File: src/rtl/lsu.sv
// lsu: RISC-V load/store unit in front of a 64-bit byte-masked data RAM.
// Word-crossing accesses are split in two; load data is lane-aligned and extended.
`default_nettype none

module lsu #(
  parameter int DATA_WIDTH = 64,
  parameter int ADDR_WIDTH = 10,
  parameter int MASK_WIDTH = DATA_WIDTH >> 3
) (
  input  logic                  i_clk,
  input  logic                  i_rst_n,
  input  logic                  i_req_valid,
  output logic                  o_req_ready,
  input  logic                  i_req_we,
  input  logic [2:0]            i_req_funct3,
  input  logic [ADDR_WIDTH-1:0] i_req_addr,
  input  logic [DATA_WIDTH-1:0] i_req_wdata,
  output logic                  o_rsp_valid,
  input  logic                  i_rsp_ready,
  output logic [DATA_WIDTH-1:0] o_rsp_rdata,
  output logic                  o_rsp_err,
  output logic [ADDR_WIDTH-1:0] o_rd_addr,
  output logic                  o_rd_en,
  output logic [MASK_WIDTH-1:0] o_rd_mask,
  input  logic [DATA_WIDTH-1:0] i_rd_data,
  output logic [ADDR_WIDTH-1:0] o_wr_addr,
  output logic                  o_wr_en,
  output logic [MASK_WIDTH-1:0] o_wr_mask,
  output logic [DATA_WIDTH-1:0] o_wr_data
);

  localparam int WORD_W = ADDR_WIDTH - 3;

  typedef enum logic [1:0] {
    IDLE = 2'd0,
    ACC0 = 2'd1,
    ACC1 = 2'd2,
    RESP = 2'd3
  } state_t;

  state_t                state_q, state_d;
  logic                  we_q, we_d;
  logic [2:0]            funct3_q, funct3_d;
  logic [ADDR_WIDTH-1:0] addr_q, addr_d;
  logic [DATA_WIDTH-1:0] wdata_q, wdata_d;
  logic [DATA_WIDTH-1:0] data_q, data_d;
  logic                  err_q, err_d;

  logic [2:0]            w_off;
  logic [3:0]            w_nbytes;
  logic [MASK_WIDTH-1:0] w_ones;
  logic [MASK_WIDTH-1:0] w_mask0;
  logic [MASK_WIDTH-1:0] w_mask1;
  logic                  w_split;
  logic [5:0]            w_sh0;
  logic [5:0]            w_sh1;
  logic [WORD_W-1:0]     w_word0;
  logic [WORD_W-1:0]     w_word1;
  logic                  w_illegal;
  logic [DATA_WIDTH-1:0] w_ext;

  assign w_off    = addr_q[2:0];
  assign w_nbytes = 4'd1 << funct3_q[1:0];
  assign w_ones   = 8'hFF >> (4'd8 - w_nbytes);
  assign w_mask0  = w_ones << w_off;
  // Second-access lanes are the bytes that spilled past lane 7 of the first word.
  assign w_mask1  = w_ones >> (4'd8 - {1'b0, w_off});
  assign w_split  = ({1'b0, w_off} + w_nbytes) > 4'd8;
  assign w_sh0    = {w_off, 3'b000};
  assign w_sh1    = 6'(7'd64 - {1'b0, w_off, 3'b000});
  assign w_word0  = addr_q[ADDR_WIDTH-1:3];
  assign w_word1  = w_word0 + {{(WORD_W-1){1'b0}}, 1'b1};

  assign w_illegal = i_req_we ? i_req_funct3[2] : (i_req_funct3 == 3'b111);

  always_comb begin
    w_ext = '0;
    case (funct3_q)
      3'b000:  w_ext = {{56{data_q[7]}},  data_q[7:0]};
      3'b001:  w_ext = {{48{data_q[15]}}, data_q[15:0]};
      3'b010:  w_ext = {{32{data_q[31]}}, data_q[31:0]};
      3'b011:  w_ext = data_q;
      3'b100:  w_ext = {56'd0, data_q[7:0]};
      3'b101:  w_ext = {48'd0, data_q[15:0]};
      3'b110:  w_ext = {32'd0, data_q[31:0]};
      default: w_ext = '0;
    endcase
  end

  always_comb begin
    state_d     = state_q;
    we_d        = we_q;
    funct3_d    = funct3_q;
    addr_d      = addr_q;
    wdata_d     = wdata_q;
    data_d      = data_q;
    err_d       = err_q;
    o_req_ready = 1'b0;
    o_rsp_valid = 1'b0;
    o_rsp_rdata = '0;
    o_rsp_err   = 1'b0;
    o_rd_addr   = '0;
    o_rd_en     = 1'b0;
    o_rd_mask   = '0;
    o_wr_addr   = '0;
    o_wr_en     = 1'b0;
    o_wr_mask   = '0;
    o_wr_data   = '0;

    case (state_q)
      IDLE: begin
        o_req_ready = 1'b1;
        if (i_req_valid) begin
          we_d     = i_req_we;
          funct3_d = i_req_funct3;
          addr_d   = i_req_addr;
          wdata_d  = i_req_wdata;
          data_d   = '0;
          err_d    = w_illegal;
          state_d  = w_illegal ? RESP : ACC0;
        end
      end
      ACC0: begin
        if (we_q) begin
          o_wr_en   = 1'b1;
          o_wr_addr = {w_word0, 3'b000};
          o_wr_mask = w_mask0;
          o_wr_data = wdata_q << w_sh0;
        end else begin
          o_rd_en   = 1'b1;
          o_rd_addr = {w_word0, 3'b000};
          o_rd_mask = w_mask0;
          data_d    = i_rd_data >> w_sh0;
        end
        state_d = w_split ? ACC1 : RESP;
      end
      ACC1: begin
        if (we_q) begin
          o_wr_en   = 1'b1;
          o_wr_addr = {w_word1, 3'b000};
          o_wr_mask = w_mask1;
          o_wr_data = wdata_q >> w_sh1;
        end else begin
          o_rd_en   = 1'b1;
          o_rd_addr = {w_word1, 3'b000};
          o_rd_mask = w_mask1;
          data_d    = data_q | (i_rd_data << w_sh1);
        end
        state_d = RESP;
      end
      RESP: begin
        o_rsp_valid = 1'b1;
        o_rsp_err   = err_q;
        o_rsp_rdata = (we_q || err_q) ? '0 : w_ext;
        if (i_rsp_ready) begin
          state_d = IDLE;
        end
      end
      default: state_d = IDLE;
    endcase
  end

  always_ff @(posedge i_clk or negedge i_rst_n) begin
    if (!i_rst_n) begin
      state_q  <= IDLE;
      we_q     <= 1'b0;
      funct3_q <= 3'b000;
      addr_q   <= '0;
      wdata_q  <= '0;
      data_q   <= '0;
      err_q    <= 1'b0;
    end else begin
      state_q  <= state_d;
      we_q     <= we_d;
      funct3_q <= funct3_d;
      addr_q   <= addr_d;
      wdata_q  <= wdata_d;
      data_q   <= data_d;
      err_q    <= err_d;
    end
  end

endmodule

`default_nettype wire
File: config.mk
export PLATFORM = sky130hd
export DESIGN_NAME = lsu
export DESIGN_NICKNAME = d
export VERILOG_FILES = /design/src/rtl/lsu.sv
export SDC_FILE = /design/constraint.sdc
export NUM_CORES = 1
export LEC_CHECK = 0
export CAP_MARGIN = 10
export CORE_MARGIN = 2
export CORE_UTILIZATION = 35
export DETAILED_ROUTE_END_ITERATION = 16
export HOLD_SLACK_MARGIN = 0.12
export SLEW_MARGIN = 20
export SYNTH_ARGS = -nofsm -noshare
export SYNTH_HDL_FRONTEND = slang
export SYNTH_SLANG_ARGS = --single-unit
File: constraint.sdc
create_clock -name i_clk -period 4.5 [get_ports i_clk]
set_clock_uncertainty 0.1 [all_clocks]
set_input_delay 0.675 -clock i_clk [delete_from_list [all_inputs] [get_ports i_clk]]
set_output_delay 0.675 -clock i_clk [all_outputs]
set_load 0.01 [all_outputs]
# After elaboration in Yosys (flattened, before gate mapping)
# Cells that the tools add are included.
[op_classes]
n_addsub = 5
magnitude_cmp = 1
eq_ne = 14
shifts = 8
mux = 35
n_bitwise = 1
reduce_logical = 8
[ops]
columns = ["operator", "n"]
rows = [
  ["$mux 64", 7],
  ["$pmux 64 s7", 1],
  ["$pmux 64 s3", 1],
  ["$pmux 64 s2", 1],
  ["$shl 64x6->64", 2],
  ["$shr 64x6->64", 2],
  ["$or 64x64->64", 1],
  ["$mux 10", 4],
  ["$pmux 10 s2", 2],
  ["$mux 8", 4],
  ["$pmux 8 s2", 2],
  ["$eq 3x3->1 const B", 4],
  ["$mux 1", 9],
  ["$ne 2x2->1 const B", 4],
  ["$pmux 2 s4", 1],
  ["$shl 8x3->8", 1],
  ["$shr 8x4->8", 1],
  ["$shr 8x4->8 const A", 1],
  ["$add 7x1->7 const B", 1],
  ["$eq 3x2->1 const B", 2],
  ["$mux 2", 3],
  ["$sub 1x6->6 const A", 1],
  ["$add 3x4->4", 1],
  ["$eq 2x2->1 const B", 2],
  ["13 further kinds", 14],
]
[word_totals]
register_bits = 145
output_inout_bits = 169
word_cells = 79

# Logic depth before layout (Yosys ltp)
# Gate-level depths: netlist (run 1).
[logic_depth]
ltp_word = 6
mapped_depth = 14
ltp_nobuf = 9

# Least setup slack after synthesis (run 1)
# OpenSTA, ideal clock, no wires.
[synth_path]
path_type = "flip-flop to output port"
startpoint = "reg addr_q[1]"
endpoint = "out o_wr_data[16]"
arrival_ns = 2.650
t_required_ns = 3.725
slack_ns = 1.075
path_stages_with_launch = 12
path_cell_list = "dfrtp_1 buf_2 buf_6 buf_2 inv_1 buf_2 ha_1 buf_2 nor2b_1 nand3_1 o221a_2 nor2_1"
[synth_between]
elab_chain_len = 4
[synth_rtl]
columns = ["element", "line", "rtl"]
rows = [
  ["start, declared", "44", "logic [ADDR_WIDTH-1:0] addr_q, addr_d;"],
  ["start signal, assigned", "176", "addr_q <= addr_d;"],
  ["$sub 1x6->6", "70", "assign w_sh1 = 6'(7'd64 - {1'b0, w_off, 3'b000});"],
  ["$shr 64x6->64", "142", "o_wr_data = wdata_q >> w_sh1;"],
  ["$mux 64", "138", "if (we_q) begin"],
  ["$pmux 64 s2 (*)", "110", "case (state_q)"],
  ["end, declared", "29", "output logic [DATA_WIDTH-1:0] o_wr_data"],
]
# Mark *: on every way between the ends. The rest lies on a longest branch, timed or not.

# Final worst setup path (run 1)
[layout_path]
startpoint = "reg addr_q[1]"
endpoint = "out o_wr_data[14]"
# Same word-level chain as after synthesis.

==> results of run 1 <==
-- state kept, by name (all words and copies together) (netlist names) --
signal    count
funct3_q      3
we_q          1
data_q       64
err_q         1
wdata_q      64
state_q       2
addr_q       10
-- cells in the mapped netlist, types with 8 or more instances --
library cell    n
nand3_1        21
nor2_1        112
buf_4          32
nor3_1         10
dfrtp_1       145
o21ai_1        13
nor2b_1        24
a32oi_1        11
mux4_2         63
o21ai_0        56
nand2b_1        9
a22oi_1        23
o22a_1          8
a221oi_1       13
o211ai_1       18
o22ai_1        33
mux2_2        112
buf_1          15
inv_1          15
buf_2          50
a31oi_1        27
nand3b_1        8
and2_1         25
nand2_1       259
clkbuf_1       53
o221a_2        16
mux2i_1       132
a211oi_1       29
a21oi_1       173
ha_1           10
a221o_1        13
-- final timing paths --
| check | start | to | cells past startpoint |
|---|---|---|---|
| worst max-delay path | addr_q[1] | o_wr_data[14] | 10 |
| worst min-delay path | i_rst_n | data_q[27] | 1 |
| worst max register to register | addr_q[1] | data_q[19] | 9 |
| worst min register to register | data_q[26] | data_q[26] | 2 |
| max in group asynchronous | i_rst_n | addr_q[1] | 2 |
| min in group i_clk | data_q[26] | data_q[26] | 2 |
-- kinds of logic (layout without fill, tap and decap cells) --
family | count (synthesis) | in the layout
buffers and inverters | 171 | 413
XOR/XNOR | 3 | 3
multiplexers | 307 | 307
other | 1 | 6
adder cells (fa/ha/maj) | 11 | 11
flip-flops | 145 | 145
AND/OR/NAND/NOR | 512 | 512
AO/OA/AOI/OAI | 498 | 498
-- per-layer routing --
layer	wire, µm	part of all wire [%]	GRT usage [%]
met1	25540	41	38.15
met2	28640	46	46.36
met3	5544	9.0	5.803
met4	1999	3.2	9.617
met5	0	0	0
-- report_power, final --
group	total [mW]	leakage (nW)	switching [mW]	internal [mW]
logic	10.7	4.79	6.26	4.48
clock network	1.54	0.303	0.641	0.901
registers	2.72	1.82	0.863	1.86
total	15.0	6.91	7.76	7.23
-- cell type report --
type | instances | area, µm² | share of cell area, %
clock buffer | 19 | 452.9 | 2.465
clock inverter | 13 | 157.7 | 0.8580
inverter | 17 | 63.81 | 0.3473
multi-input combinational | 1337 | 9861 | 53.66
sequential | 145 | 3637 | 19.79
tap | 532 | 665.6 | 3.623
timing repair buffer | 364 | 3537 | 19.25
-- per-stage QoR --
step | cell area [µm²] | setup slack, ns | instances | util [%] | total power [mW]
floorplan | 14310 | 1.075 | 1653 | - | 9.894
global placement | 17740 | 0.5519 | 2394 | 43.74 | 13.10
detailed placement | 17740 | 0.4871 | 2394 | 43.74 | 13.19
CTS | 18360 | 0.07451 | 2426 | 45.26 | 14.79
global route | 18380 | 0.001763 | 2427 | 45.31 | 15.88
finish | 18380 | 0.1890 | 2427 | 45.31 | 14.99
-- repair_timing --
action / CTS / global route
pin swaps: 0 / 1
setup endpoints to repair: 1 / 15
gates resized for setup: 1 / 1
setup buffers: 0 / 1
==> results_dict.tcl, run 1 <==
set metrics [dict create \
    synth.avg_cell_area_um2 8.670 \
    rsz0062_at_grt "no" \
    finalWeightedCongestion 0.9345 \
    max_stage_delay_ns 0.56 \
    async_reset_ff_share_pct 100.0 \
    nNetsFinal 2039 \
    path_max_fanout 35 \
    yosysUniqueCellTypes 75 \
    fp.dieW_um 206.0 \
    finalSetupTns_ns 0 \
    clkSlewWorstSetupHoldPaths_ns 0.06 \
    antenna_found_initial 0 \
    dr_total_vias 15000 \
    grt_start_max_net_pins 124 \
    drive_gt1_share_pct 16.62 \
    io_pins 315 \
    fillers 4019 \
    gr-total-overflow 0 \
    yosysTopAreaCellShare_pct 25.40 \
    wl_per_cell_um 25.43 \
    power_density_nw_per_um2 815.9 \
    wirelength_um 61720 \
    synthAdderAreaFrac_pct 1.016 \
    ys_seq_area_share_pct 25.40 \
    die_area_um2 42450 \
    min_period_over_period_pct 95.80 \
    h-tree-depth 4 \
    grt_pass1_wl_um 91730 \
    reg2reg_slack_ns 1.01 \
    synth-edff-count 0 \
    yosysWarnings 0 \
    areaGrowthSynthToFinish_pct 28.61 \
    max_cap_violations 0 \
    start_util_pct 35.23 \
    finalSetupViolCount 0 \
    relSlewSlack_pct 30.95 \
    ant_nets 0 \
    via_per_inst 6.179 \
    maxSlewViolCount 0 \
    tritoncts "yes" \
    die_h_um 206.0 \
    layout_commonest_cell "clkdlybuf4s50_1" \
    synth_area_leaders "dfrtp_1 25%, mux4_2 9.9%, mux2i_1 9.2%" \
    run_status "finished, final reports clean" \
    leakage_nw 6.915 \
    finalHoldViolCount 0 \
    ys_ff_latch 145 \
    layout_common_cells "307 x clkdlybuf4s50_1, 258 x nand2_1, 173 x a21oi_1, 142 x dfrtp_1, 132 x mux2i_1" \
    endpoint_kind "primary output" \
    hold_class "in -> async" \
    cts_hold_buffers 0 \
    cp_cell_sequence "inv_1, ha_1, xnor2_4, buf_4, nor2_4, buf_4, o211ai_1, o221a_2, nor2_1, clkdlybuf4s50_1" \
    crit_path_frequent_cell "buf_4" \
    grt_pass1_vias 14710 \
    period_minus_slack_ns 4.311 \
    dp_hpwl_um 43180 \
    drcViolationCount 0 \
    cts_sinks 145 \
    cp_num_buf_inv 4 \
    synth_compound_area_share_pct 22.96 \
    cp.required_ns 3.72 \
    synth_area_um2 14290 \
    num_rows 74 \
    drt_pass1_iterations 6 \
    synth_top_family_by_area "multiplexers" \
    critPathKind "reg -> out" \
    yosys.area_share.xor_xnor_pct 0.3678 \
    clkLatencyLatePin_ns 0.45 \
    worst-slew-pin-transition_ns 1.030 \
    antenna_cells 0 \
    cts_root_buf "clkbuf_16" \
    drt-initial-drc-count 1523 \
    synth-simple-area-share_pct 16.24 \
    synthCells 1648 \
    cts_buffer_depth 2 \
    crit_family "buffers and inverters" \
    peakVddDrop_uv 506.8 \
    timing.hold.ws_ns 0.2174 \
    synth.area.mux_share_pct 28.01 \
    portBuffers 308 \
    fmax_ghz 0.2320 \
    numCtsBuffers 17 \
    synth_top_area_cell "dfrtp_1" \
    grt_usage_pct 28.64 \
    fp.coreArea_um2 40550 \
    slowest_stage "clkdlybuf4s50_1" \
    worstSetupStartpointType "flop" \
    crit_arrival_ns 3.54 \
    synthFlopType "dfrtp_1" \
]
(Power assumes the default switching activity.)
==> inputs of run 2 (changes only) <==
--- a/config.mk
+++ b/config.mk
@@ -8,8 +8,8 @@
 export CAP_MARGIN = 10
 export CORE_MARGIN = 2
 export CORE_UTILIZATION = 35
+export CTS_CLUSTER_SIZE = 8
 export DETAILED_ROUTE_END_ITERATION = 16
-export HOLD_SLACK_MARGIN = 0.12
 export SLEW_MARGIN = 20
 export SYNTH_ARGS = -nofsm -noshare
 export SYNTH_HDL_FRONTEND = slang
==> results of run 2 <==
Same layout as run 1: the final DEF is identical, and so are final timing and power.
==> inputs of run 3 (changes only) <==
--- a/config.mk
+++ b/config.mk
@@ -8,7 +8,7 @@
 export CAP_MARGIN = 10
 export CORE_MARGIN = 2
 export CORE_UTILIZATION = 35
-export CTS_CLUSTER_SIZE = 8
+export CTS_CLUSTER_SIZE = 25
 export DETAILED_ROUTE_END_ITERATION = 16
 export SLEW_MARGIN = 20
 export SYNTH_ARGS = -nofsm -noshare
==> results of run 3 <==
Same layout as run 1: the final DEF is identical, and so are final timing and power.
==> variant, RTL diff (config.mk and constraints of run 1) <==
Put a register stage on the output `o_rsp_err`, without a reset. The value now appears one clock later. The other outputs are not delayed to match.
--- a/src/rtl/lsu.sv
+++ b/src/rtl/lsu.sv
@@ -37,6 +37,8 @@
     ACC1 = 2'd2,
     RESP = 2'd3
   } state_t;
+
+  logic o_rsp_err_d;
 
   state_t                state_q, state_d;
   logic                  we_q, we_d;
@@ -98,7 +100,7 @@
     o_req_ready = 1'b0;
     o_rsp_valid = 1'b0;
     o_rsp_rdata = '0;
-    o_rsp_err   = 1'b0;
+    o_rsp_err_d = 1'b0;
     o_rd_addr   = '0;
     o_rd_en     = 1'b0;
     o_rd_mask   = '0;
@@ -150,7 +152,7 @@
       end
       RESP: begin
         o_rsp_valid = 1'b1;
-        o_rsp_err   = err_q;
+        o_rsp_err_d = err_q;
         o_rsp_rdata = (we_q || err_q) ? '0 : w_ext;
         if (i_rsp_ready) begin
           state_d = IDLE;
@@ -180,6 +182,10 @@
     end
   end
 
+  always_ff @(posedge i_clk) begin
+    o_rsp_err <= o_rsp_err_d;
+  end
+
 endmodule
 
 `default_nettype wire
Behaviour: not the same (a bounded check fails within 4 cycles, from zero or initial values and one cycle with i_rst_n low).
==> variant against run 1 <==
Sequential power increased by 5%. Combinational power increased by 5%. Power increased by 4.3%. Sequential cell count increased by 1. Area after synthesis increased by 1.8%. Sequential share of layout area decreased by 0.21 points. Count of clock-buffer cells in the layout increased by 3. Worst setup slack got worse by 0.019 ns. Via count decreased by 1.2%. Routed wire length increased by 0.12%. Final area increased by 1.6%. Hold slack improved by 0.031 ns. Largest cell class unchanged. Largest power group unchanged. Highest routed layer unchanged.
==> variant: results (changes against run 1) <==
status=complete, no violations; Synth Flop Type=dfrtp_1; R2R setup slack=1.21 ns (+0.20 ns); maximum resistive drop on vdd=0.000547 V (+7.9%); final hold slack=0.248 ns (+0.0305 ns); synth top area cells=dfrtp_1, mux2i_1, mux4_2; DRT iter0 DRCs=1541 (+1.2%); share of post-route cells with drive strength above 1=16.0% (-0.63 points); first-pass iteration count of the detailed router=5 (-1); P_leak=7.25 nW (+4.8%); register area share after synthesis=25.1% (-0.30 points); Mean Syn Cell Area=9.24 um2 (+6.6%); first-pass GRT wire length=92600 um (+0.93%); crit path DAT=3.56 ns (+0.02 ns); NumNets Final=1957 (-4.0%); Async SR Flop Fraction=99.3% (-0.68 points); H-tree levels=4 (unchanged); DP Cell Count=2313 (-3.4%); Synth cell types=71 (-5.3%); GRT Resource Usage Total=27.6% (-1.0 points); CP top delay family=buffers and inverters; largest net degree at the start of global routing=99 (-20%); DP Area=18000 um2 (+1.6%); WL per Instance=26.4 um (+3.6%); fillers=3945 (-1.8%); Final Slew Violations=0 (unchanged); most frequent cells after synthesis=mux2i_1, nand2_1, dfrtp_1; detailed placement HPWL=42600 um (-1.4%); ANT cells=0 (unchanged); Clock Tree Buf Depth=2 (unchanged); GPL Wtd Cong=0.929 (-0.64%); initial antenna violation count=0 (unchanged); vias in the first global route=14600 (-0.47%); relative slew slack=18.0% (-13 points); Slowest Stage Delay on Critical Path=0.59 ns (+0.03 ns); WL final=61800 um (+0.12%); CP Max Fanout=36 (+2.9%); DR vias/cell=6.32 (+2.2%)
## variant: cell types whose count changed in the layout (fill, tap and decap cells not counted), sizes merged, moves of 11 or more
cell     before  now
mux2i       132  238
nand2       260  194
nor2        116   66
a21oi       173  133
o21ai        70   35
a211oi       29    4
o221a        23    0
o2bb2ai       5   28
a22oi        23   45
o221ai        1   20
o211ai       18    4
a32o          0   12
o22ai        33   44
## variant: what timing repair did
item | in CTS | in global routing
gates cloned | 0 | 0
endpoints found under the hold margin | 0 | 0
resized for setup | 1 | 1
setup buffers | 0 | 0
endpoints found under the setup margin | 1 | 5
## variant: through the flow
stage	utilization, %	setup slack [ns]
2_1_floorplan	-	0.894
3_3_place_gp	44.0	0.633
3_5_place_dp	44.0	0.489
4_1_cts	45.6	0.141
5_1_grt	45.6	0.0389
6_report	45.6	0.170
## variant: routing by layer
| layer | routed length (um) | GRT usage, % | vias to the layer above |
|---|---|---|---|
| met1 | 25400 | 36.5 | 7361 |
| met3 | 4840 | 4.40 | 136 |
| met4 | 2340 | 11.3 | 0 |
| met2 | 29200 | 44.9 | 810 |
| met5 | 0 | 0 | - |
| li1 | - | - | 6503 |
## variant: final cells by class
type                            instances  share of cell area, %
Timing Repair Buffer                  361                   18.9
Sequential cell                       146                   19.6
Multi-Input combinational cell       1258                   54.2
Tap cell                              532                   3.56
Clock inverter                         10                  0.791
Clock buffer                           22                   2.59
Inverter                               16                  0.335
## variant: kinds of logic after synthesis
logic type	synth area share, %
simple gates	11.5
mux	34.2
xor+xnor	0.301
buf+inv	5.86
other cells	0.0258
flops	25.1
compound gates	22.0
fa+ha+maj	0.998
## variant: path summary, 6_finish.rpt
| check | endpoint | cells past startpoint | startpoint |
|---|---|---|---|
| worst min register to register | data_q[24] | 2 | data_q[24] |
| worst min-delay path | data_q[13] | 1 | i_rst_n |
| worst max register to register | data_q[54] | 7 | addr_q[1] |
| max in group asynchronous | wdata_q[45] | 2 | i_rst_n |
| worst max-delay path | o_wr_data[25] | 9 | addr_q[1] |
| min in group i_clk | data_q[24] | 2 | data_q[24] |
## variant: report_power, final
group	leakage, nW	internal [W]	total (W)	switching, W
clock network	0.299	0.000936	0.00158	0.000643
registers	1.83	0.00191	0.00285	0.000945
logic	5.12	0.00479	0.0112	0.00642
total	7.25	0.00764	0.0156	0.00801
## variant: worst register-to-register path: stages (launching register included)
cell and delay [ns]:
dfrtp_4 0.43, clkinv_1 0.25, ha_4 0.45, buf_4 0.78, mux2_2 0.45, mux4_2 0.46
a21oi_1 0.16, o22ai_1 0.09
